--- config.mk ---
export PLATFORM = sky130hd
export DESIGN_NAME = tdm_demux
export DESIGN_NICKNAME = d
export VERILOG_FILES = /design/src/rtl/tdm_pkg.sv /design/src/rtl/tdm_bit_counter.sv /design/src/rtl/tdm_demux.sv
export SDC_FILE = /design/constraint.sdc
export NUM_CORES = 1
export LEC_CHECK = 0
export BUFFER_PORTS_ARGS = -buffer_cell sky130_fd_sc_hd__buf_2
export CORE_UTILIZATION = 55
export CTS_BUF_LIST = sky130_fd_sc_hd__clkbuf_4
export CTS_CLUSTER_DIAMETER = 200
export DETAILED_ROUTE_END_ITERATION = 16
export PLACE_DENSITY_LB_ADDON = 0.12
export SYNTH_ARGS = -nofsm -noshare
export SYNTH_HDL_FRONTEND = slang
export SYNTH_SLANG_ARGS = --single-unit
--- constraint.sdc ---
create_clock -name clk -period 7.9 [get_ports clk]
set_clock_uncertainty 0.15 [all_clocks]
set_input_delay 0.79 -clock clk [delete_from_list [all_inputs] [get_ports clk]]
set_output_delay 0.79 -clock clk [all_outputs]
set_load 0.01 [all_outputs]
--- src/rtl/tdm_pkg.sv ---
// tdm_pkg: shared framer state, channel count and slot index width for the TDM demux.
package tdm_pkg;
   typedef enum logic {HUNT, LOCKED} state_e;
   localparam int NUM_CH = 4;
   localparam int SLOT_W = 2;
endpackage

--- src/rtl/tdm_bit_counter.sv ---
// tdm_bit_counter: bit-within-slot and slot-within-frame position counter.
module tdm_bit_counter
   import tdm_pkg::*;
#(
   parameter int DATA_W = 8
) (
   input  logic              clk,
   input  logic              rst_n,
   input  logic              en,
   input  logic              clr,
   output logic [SLOT_W-1:0] slot_cnt,
   output logic              frame_last,
   output logic              at_start
);
   localparam int BW = $clog2(DATA_W);
   logic [BW-1:0] bit_q, bit_d;
   logic [SLOT_W-1:0] slot_q, slot_d;
   logic bit_last;
   assign bit_last = bit_q == BW'(DATA_W - 1);
   assign frame_last = bit_last && slot_q == SLOT_W'(NUM_CH - 1);
   assign at_start = bit_q == '0 && slot_q == '0;
   assign slot_cnt = slot_q;
   // clr with en means the current bit is taken as position 0, so resume at bit 1
   always_comb begin
      bit_d = bit_q;
      slot_d = slot_q;
      if (clr) begin
         bit_d = en ? BW'(1) : '0;
         slot_d = '0;
      end else if (en) begin
         bit_d = bit_last ? '0 : bit_q + 1'b1;
         slot_d = bit_last ? slot_q + 1'b1 : slot_q;
      end
   end
   always_ff @(posedge clk or negedge rst_n) begin
      if (!rst_n) begin
         bit_q <= '0;
         slot_q <= '0;
      end else begin
         bit_q <= bit_d;
         slot_q <= slot_d;
      end
   end
endmodule

--- src/rtl/tdm_demux.sv ---
// tdm_demux: 4-channel serial TDM framer; hunts for fsync, shifts slots into shadows,
// publishes whole frames atomically and flags framing violations.
module tdm_demux
   import tdm_pkg::*;
#(
   parameter int DATA_W = 8
) (
   input  logic              clk,
   input  logic              rst_n,
   input  logic              ser_in,
   input  logic              ser_vld,
   input  logic              fsync,
   output logic [DATA_W-1:0] ch0,
   output logic [DATA_W-1:0] ch1,
   output logic [DATA_W-1:0] ch2,
   output logic [DATA_W-1:0] ch3,
   output logic              frame_vld,
   output logic              locked,
   output logic              sync_err
);
   state_e state_q, state_d;
   logic [DATA_W-1:0] sh_q [NUM_CH];
   logic [DATA_W-1:0] sh_d [NUM_CH];
   logic [DATA_W-1:0] ch_q [NUM_CH];
   logic [DATA_W-1:0] ch_d [NUM_CH];
   logic frame_vld_q, frame_vld_d, locked_q, locked_d, sync_err_q, sync_err_d;
   logic [SLOT_W-1:0] slot;
   logic frame_last, at_start, hunt_start, lost, resync, cnt_en, cnt_clr, publish;
   assign hunt_start = ser_vld && state_q == HUNT && fsync;
   assign lost = ser_vld && state_q == LOCKED && at_start && !fsync;
   assign resync = ser_vld && state_q == LOCKED && !at_start && fsync;
   assign cnt_en = hunt_start || (ser_vld && state_q == LOCKED && !lost);
   assign cnt_clr = hunt_start || resync || lost;
   assign publish = cnt_en && !cnt_clr && frame_last;
   tdm_bit_counter #(.DATA_W(DATA_W)) u_cnt (
      .clk        (clk),
      .rst_n      (rst_n),
      .en         (cnt_en),
      .clr        (cnt_clr),
      .slot_cnt   (slot),
      .frame_last (frame_last),
      .at_start   (at_start)
   );
   // a fresh slot-0 MSB overwrites shadow 0; stale bits in other slots shift out before use
   always_comb begin
      state_d = lost ? HUNT : (hunt_start ? LOCKED : state_q);
      sh_d = sh_q;
      ch_d = ch_q;
      if (hunt_start || resync)
         sh_d[0] = DATA_W'(ser_in);
      else if (cnt_en)
         sh_d[slot] = {sh_q[slot][DATA_W-2:0], ser_in};
      if (publish)
         ch_d = sh_d;
      frame_vld_d = publish;
      sync_err_d = lost || resync;
      locked_d = state_d == LOCKED;
   end
   always_ff @(posedge clk or negedge rst_n) begin
      if (!rst_n) begin
         state_q <= HUNT;
         sh_q <= '{default: '0};
         ch_q <= '{default: '0};
         frame_vld_q <= 1'b0;
         locked_q <= 1'b0;
         sync_err_q <= 1'b0;
      end else begin
         state_q <= state_d;
         sh_q <= sh_d;
         ch_q <= ch_d;
         frame_vld_q <= frame_vld_d;
         locked_q <= locked_d;
         sync_err_q <= sync_err_d;
      end
   end
   assign ch0 = ch_q[0];
   assign ch1 = ch_q[1];
   assign ch2 = ch_q[2];
   assign ch3 = ch_q[3];
   assign frame_vld = frame_vld_q;
   assign locked = locked_q;
   assign sync_err = sync_err_q;
endmodule

Word-level counts from Yosys, hierarchy flattened:

Cells that the tools add are included.

* magnitude comparators: 2
* $mul: 0
* shifts and indexed selects: 0
* eq/ne operators: 2
* div/mod/pow operators: 0
* bitwise operators: 2
* $add $sub $neg: 2
* muxes and demuxes: 18
* reduce and logical (&&, ||, !) cells: 27

Operators with widths (number)
* 32-bit bitwise mux: 1
* 32-bit 2-to-1 mux: 1
* 24-bit 2-to-1 mux: 1
* 8-bit binary-select mux with 2-bit select: 1
* 8-bit demux with 2-bit select: 1
* 8-bit 2-to-1 mux: 2
* 7-bit 2-to-1 mux: 2
* 1-bit logical AND: 13
* 3-bit 2-to-1 mux: 3
* 2-bit 2-to-1 mux: 3
* 2-bit nonzero test: 3
* 1-bit logical NOT: 4
* 1-bit logical OR: 4
* 3-bit by 1-bit adder with 3-bit output, second input constant: 1
* 3-bit equality test, second input constant: 1
* 3-bit >= comparator, second input constant: 1
* 3-bit logical NOT: 1
* 3-bit by 1-bit less-than comparator with 1-bit output, second input constant: 1
* 1-bit 2-to-1 mux: 3
* 2-bit NOT with 3-bit output: 1
* 2-bit by 1-bit adder with 2-bit output, second input constant: 1
* 2-bit equality test, second input constant: 1
* 2-bit logical NOT: 1
* 2-bit AND reduction: 1
* 1-bit NOT: 1

* memory bits (read-only): 0
* memories: 0
* bits in registers: 72
* output and inout port bits: 35
* logic and storage cells: 66
* bits of input ports: 5
* bits in latches: 0
* bits in writable memories: 0

Longest topological paths before layout:

* depth after elaboration: 10
* gate-level depth with buffers: 10
* gate-level depth less buffers: 6

Cells and area by module:

From an unflattened synthesis, not the netlist that was laid out.

* cell total of the unflattened synthesis: 222
* area, all modules: 3100.5 um2

By module, submodules not included
* tdm_demux: cells an instance 192, seq. area each 1676.6 um2, area an instance 2773.9 um2, instances 1
* tdm_bit_counter: cells an instance 30, seq. area each 125.1 um2, area an instance 326.6 um2, instances 1

Worst setup path before layout:

No wires, ideal clock.

* kind: reg2reg
* from: reg u_cnt.slot_q[1], in the netlist u_cnt.slot_cnt[1]
* to: reg ch_q, in the netlist ch3[0]
* data required time: 7625 ps
* buffers on the path: 4
* stages on the path, launching flop included: 11
* setup slack: 5401 ps
* library setup time: 125 ps
* clock period less this slack: 2499 ps
* arrival time: 2224 ps
* cells stage by stage: dfrtp_1 > clkbuf_1 > inv_1 > ha_1 > and3b_1 > buf_4 > xnor2_4 > and3_1 > buf_6 > buf_6 > mux2_4

* longest elaborated chain between the ends: 10
* elaborated cells between the ends (all ways): 26
* classes of those cells: order compare: 2; eq/ne: 1; mux: 5; bitwise: 1; reduce/logical: 17

Ends and longest elaborated chain
* start, declared: line tdm_bit_counter.sv:17 `logic [SLOT_W-1:0] slot_q, slot_d;`
* start signal, assigned: line tdm_bit_counter.sv:41 `slot_q <= slot_d;`
* branches (longest 10 deep; another with 3-bit >= comparator)
* end signal, assigned: line tdm_demux.sv:70 `ch_q <= ch_d;`
* end, declared: line tdm_demux.sv:24 `logic [DATA_W-1:0] ch_q [NUM_CH];`

Several ways; the timed one is not identified.
A chain may end at the register's enable or synchronous reset.

==> metrics.txt <==
# TYPE chip_impl_metric gauge
chip_impl_metric{name="cts.hold.buffers_added",unit=""} 0
chip_impl_metric{name="leakage",unit="uW"} 0.001876
chip_impl_metric{name="cts_made_buffers",unit=""} 9
chip_impl_metric{name="slew_viol_final",unit=""} 0
chip_impl_info{name="synth.most_common_cell",value="sky130_fd_sc_hd__dfrtp_1"} 1
chip_impl_metric{name="placement.io_buffers",unit=""} 39
chip_impl_metric{name="avgSynthCellArea",unit="um^2"} 11.35
chip_impl_metric{name="grt_pass1_wl",unit="um"} 11540
chip_impl_metric{name="critical_path_required",unit="ps"} 8070
chip_impl_info{name="cp_cell_sequence",value="inv_1 > ha_1 > and3b_1 > xnor2_4 > buf_4 > nand4_2 > mux2_1"} 1
chip_impl_metric{name="postLayoutCoreUtil",unit="%"} 64.24
chip_impl_metric{name="cts.path.max_buffers",unit=""} 2
chip_impl_metric{name="dpl-instance-area",unit="um^2"} 3426
chip_impl_metric{name="post_drt_via_cell_ratio",unit=""} 6.169
chip_impl_info{name="timing.rr.end",value="sh_q[6]"} 1
chip_impl_metric{name="finalWorstPathRequiredPeriod",unit="ps"} 3344
chip_impl_metric{name="area.sequential",unit="um^2"} 1777
chip_impl_info{name="grt_setup_unrepaired",value="false"} 1
chip_impl_metric{name="multi_input_comb_area",unit="um^2"} 1319
chip_impl_metric{name="first_pass_iters",unit=""} 4
chip_impl_metric{name="routed_wire_length_per_instance",unit="um"} 18.05
chip_impl_metric{name="cts_sinks",unit=""} 71
chip_impl_metric{name="setup_violations",unit=""} 0
chip_impl_metric{name="htreeDepth",unit=""} 3
chip_impl_metric{name="drtIter0Drc",unit=""} 164
chip_impl_metric{name="gp_congestion",unit=""} 0.8160
chip_impl_info{name="cell_class_contributing_the_biggest_share_of_worst_path_delay",value="flip-flops"} 1
chip_impl_metric{name="post_cts_buffers",unit=""} 0
chip_impl_metric{name="antenna_left",unit=""} 0
chip_impl_metric{name="max_clock_freq",unit="GHz"} 0.2990
chip_impl_metric{name="drt_wl_total",unit="um"} 7059
chip_impl_metric{name="grtUsageTotal",unit="%"} 25.29
chip_impl_metric{name="hold_viol",unit=""} 0
chip_impl_metric{name="antenna_violations_before_repair",unit=""} 0
chip_impl_info{name="run_status",value="complete, no violations"} 1
chip_impl_info{name="setup.worst_path.class",value="flop to flop"} 1
chip_impl_info{name="dominantRegCellSynth",value="sky130_fd_sc_hd__dfrtp_1"} 1
chip_impl_metric{name="num_io_pins",unit=""} 40
chip_impl_metric{name="finalNetCount",unit=""} 326
chip_impl_metric{name="worstSkewPairLatency",unit="ps"} 440
chip_impl_metric{name="fillers",unit=""} 465
chip_impl_info{name="yosysTopAreaCell",value="sky130_fd_sc_hd__dfrtp_1"} 1
chip_impl_info{name="cts_tree",value="yes"} 1
chip_impl_metric{name="drcViolationCount",unit=""} 0
chip_impl_metric{name="cap_violations",unit=""} 0
chip_impl_metric{name="area_of_the_die",unit="um^2"} 6191
chip_impl_metric{name="synth_edf_count",unit=""} 0
chip_impl_info{name="synthTopCellsByArea",value="sky130_fd_sc_hd__dfrtp_1 (55%), sky130_fd_sc_hd__a31oi_1 (9.5%), sky130_fd_sc_hd__mux4_2 (4.9%)"} 1
chip_impl_info{name="critical_path.slowest_cell",value="sky130_fd_sc_hd__dfrtp_1"} 1
chip_impl_metric{name="yosys_warnings",unit=""} 0
chip_impl_metric{name="syn-instance-count",unit=""} 285
chip_impl_metric{name="reg2regPathDepth",unit=""} 7
chip_impl_metric{name="max-slew-margin-rel",unit="%"} 33.01
chip_impl_metric{name="power.ir.vdd_worst",unit="mV"} 0.1709
chip_impl_info{name="critPathLaunch",value="u_cnt.slot_cnt[0]"} 1
chip_impl_metric{name="syn-num-nets",unit=""} 297
chip_impl_metric{name="vias",unit=""} 2412
chip_impl_metric{name="initial_core_utilization",unit="%"} 58.02
chip_impl_metric{name="antenna-diode-count",unit=""} 0
chip_impl_metric{name="clk_pin_slew",unit="ps"} 110
chip_impl_info{name="worst_setup_path_end_kind",value="flop"} 1
chip_impl_info{name="min-delay-path-class",value="flop to flop"} 1
chip_impl_metric{name="dieHeight",unit="um"} 78.69
chip_impl_info{name="yosys-top-cells-count",value="sky130_fd_sc_hd__dfrtp_1 (71), sky130_fd_sc_hd__a31oi_1 (49), sky130_fd_sc_hd__nand2_1 (27), sky130_fd_sc_hd__nand3_1 (27), sky130_fd_sc_hd__o21ai_0 (19)"} 1
chip_impl_metric{name="place_hpwl",unit="um"} 4553
chip_impl_metric{name="postSynth.asyncResetShare",unit="%"} 100.0
chip_impl_metric{name="synth.yosys.seq_area_share",unit="%"} 54.93
chip_impl_metric{name="r2r_setup_slack",unit="ps"} 4560
chip_impl_metric{name="arrival",unit="ps"} 3510
chip_impl_metric{name="fp.dieW",unit="um"} 78.69
chip_impl_info{name="crit-reg2reg-launch",value="u_cnt.slot_cnt[0]"} 1
chip_impl_metric{name="grt_remaining_overflow",unit=""} 0
chip_impl_metric{name="worst-slew-pin-transition",unit="ps"} 1005
chip_impl_metric{name="grt_start_max_net_pins",unit=""} 72
chip_impl_metric{name="worst-path-max-fanout",unit=""} 25
chip_impl_metric{name="synth_top_cell_area_share",unit="%"} 54.93
chip_impl_info{name="clk_root_buffer_cell",value="sky130_fd_sc_hd__clkbuf_4"} 1
chip_impl_info{name="startpoint_type",value="flop"} 1
chip_impl_metric{name="crit_buf_inv",unit=""} 2
chip_impl_metric{name="final_min_period_over_clock_period",unit="%"} 42.33
chip_impl_metric{name="share_of_layout_cells_above_drive_strength_1",unit="%"} 22.88
chip_impl_metric{name="flow.area_growth_from_synthesis",unit="%"} 10.72
chip_impl_info{name="crit_path_end",value="sh_q[6]"} 1
chip_impl_metric{name="depth_of_the_critical_timing_path_with_buffers_and_inverters_included",unit=""} 7
chip_impl_metric{name="final.setup.tns",unit="ps"} 0
chip_impl_metric{name="cp_slowest_stage_delay",unit="ps"} 680
chip_impl_metric{name="post_synth_instance_area",unit="um^2"} 3234
chip_impl_metric{name="power_density",unit="nW/um^2"} 260.4
chip_impl_metric{name="core_area",unit="um^2"} 5574
chip_impl_metric{name="timing.hold.ws",unit="ps"} 344.1
chip_impl_metric{name="synth-seq-cells",unit=""} 71
chip_impl_metric{name="grt_pass1_vias",unit=""} 2317
chip_impl_metric{name="cts_resized",unit=""} 0
chip_impl_metric{name="std_cell_rows",unit=""} 27
chip_impl_metric{name="final_area",unit="um^2"} 3581
chip_impl_metric{name="synth_cell_types",unit=""} 31
[area by class of cell]
type | instances | share of cell area, %
Inverter | 6 | 0.6289
Clock inverter | 7 | 2.446
Timing Repair Buffer | 42 | 6.080
Multi-Input combinational cell | 184 | 36.83
Clock buffer | 9 | 1.887
Sequential cell | 71 | 49.62
Tap cell | 72 | 2.516
[per-stage QoR]
| stage | std cells | power [uW] | setup slack (ps) |
|---|---|---|---|
| CTS | 391 | 934.0 | 4574 |
| global route | 391 | 981.2 | 4347 |
| detailed placement | 375 | 679.6 | 4589 |
| finish | 391 | 932.5 | 4556 |
| floorplan | 285 | 617.3 | 5401 |
| global placement | 375 | 677.6 | 4694 |
[routing by layer]
| layer | track usage, % | share of wire [%] | up-vias |
|---|---|---|---|
| li1 | - | - | 1121 |
| met1 | 35.25 | 46 | 1198 |
| met2 | 38.26 | 46 | 80 |
| met3 | 4.302 | 5.8 | 13 |
| met4 | 12.78 | 2.0 | 0 |
| met5 | 0 | 0 | - |
[cell usage in the layout (no fill, tap or decap), types with 5 or more instances in the layout]
| master | netlist | routed |
|---|---|---|
| sky130_fd_sc_hd__o21ai_0 | 19 | 19 |
| sky130_fd_sc_hd__and3_1 | 5 | 5 |
| sky130_fd_sc_hd__mux4_2 | 7 | 7 |
| sky130_fd_sc_hd__clkbuf_4 | 0 | 9 |
| sky130_fd_sc_hd__dfrtp_1 | 71 | 71 |
| sky130_fd_sc_hd__nand3_1 | 27 | 27 |
| sky130_fd_sc_hd__mux2_4 | 5 | 5 |
| sky130_fd_sc_hd__nand2_1 | 27 | 27 |
| sky130_fd_sc_hd__mux2_1 | 10 | 10 |
| sky130_fd_sc_hd__a31oi_1 | 49 | 49 |
| sky130_fd_sc_hd__inv_1 | 5 | 5 |
| sky130_fd_sc_hd__ha_1 | 7 | 7 |
| sky130_fd_sc_hd__buf_2 | 5 | 39 |
| sky130_fd_sc_hd__o21ai_1 | 9 | 9 |
[cell families (layout without fill, tap and decap cells)]
family                   after synthesis  after routing  share of synthesized area (%)
flip-flops                            71             71                          54.93
AND/OR/NAND/NOR                       67             67                          10.10
adder cells (fa/ha/maj)                7              7                          2.708
buffers and inverters                 30             64                          4.294
XOR/XNOR                               3              3                          1.625
AO/OA/AOI/OAI                         85             85                          15.67
multiplexers                          22             22                          10.68
[worst reg2reg max path, delay by kind of cell, from the launching register on]
family                   cells  cell delay, ps
buffers and inverters        2             570
adder cells (fa/ha/maj)      1             290
XOR/XNOR                     1             520
AND/OR/NAND/NOR              2             600
multiplexers                 1             430
flip-flops                   1             680
[worst min-delay path by stage]
stage | start | end | slack [ps] | cells past startpoint
3_3_place_gp | ch3[3] | ch3[3] | 310 | 1
5_1_grt | ch3[2] | ch3[2] | 350 | 1
6_report | ch3[2] | ch3[2] | 340 | 1
2_1_floorplan | sh_q[23] | sh_q[23] | 300 | 2
3_5_place_dp | ch3[2] | ch3[2] | 320 | 1
4_1_cts | ch3[2] | ch3[2] | 350 | 1
[power by group]
part | switching (uW) | internal, uW | total, uW
Combinational | 176 | 78.6 | 254
Clock | 131 | 126 | 257
Sequential | 29.1 | 392 | 421
[flip-flops by register name, summed over array words and instances (netlist names)]
signal          count
sync_err            1
u_cnt.bit_q         3
frame_vld           1
ch3                 8
ch0                 8
ch1                 8
sh_q               31
u_cnt.slot_cnt      2
locked              1
ch2                 8
(Power assumes the default switching activity.)
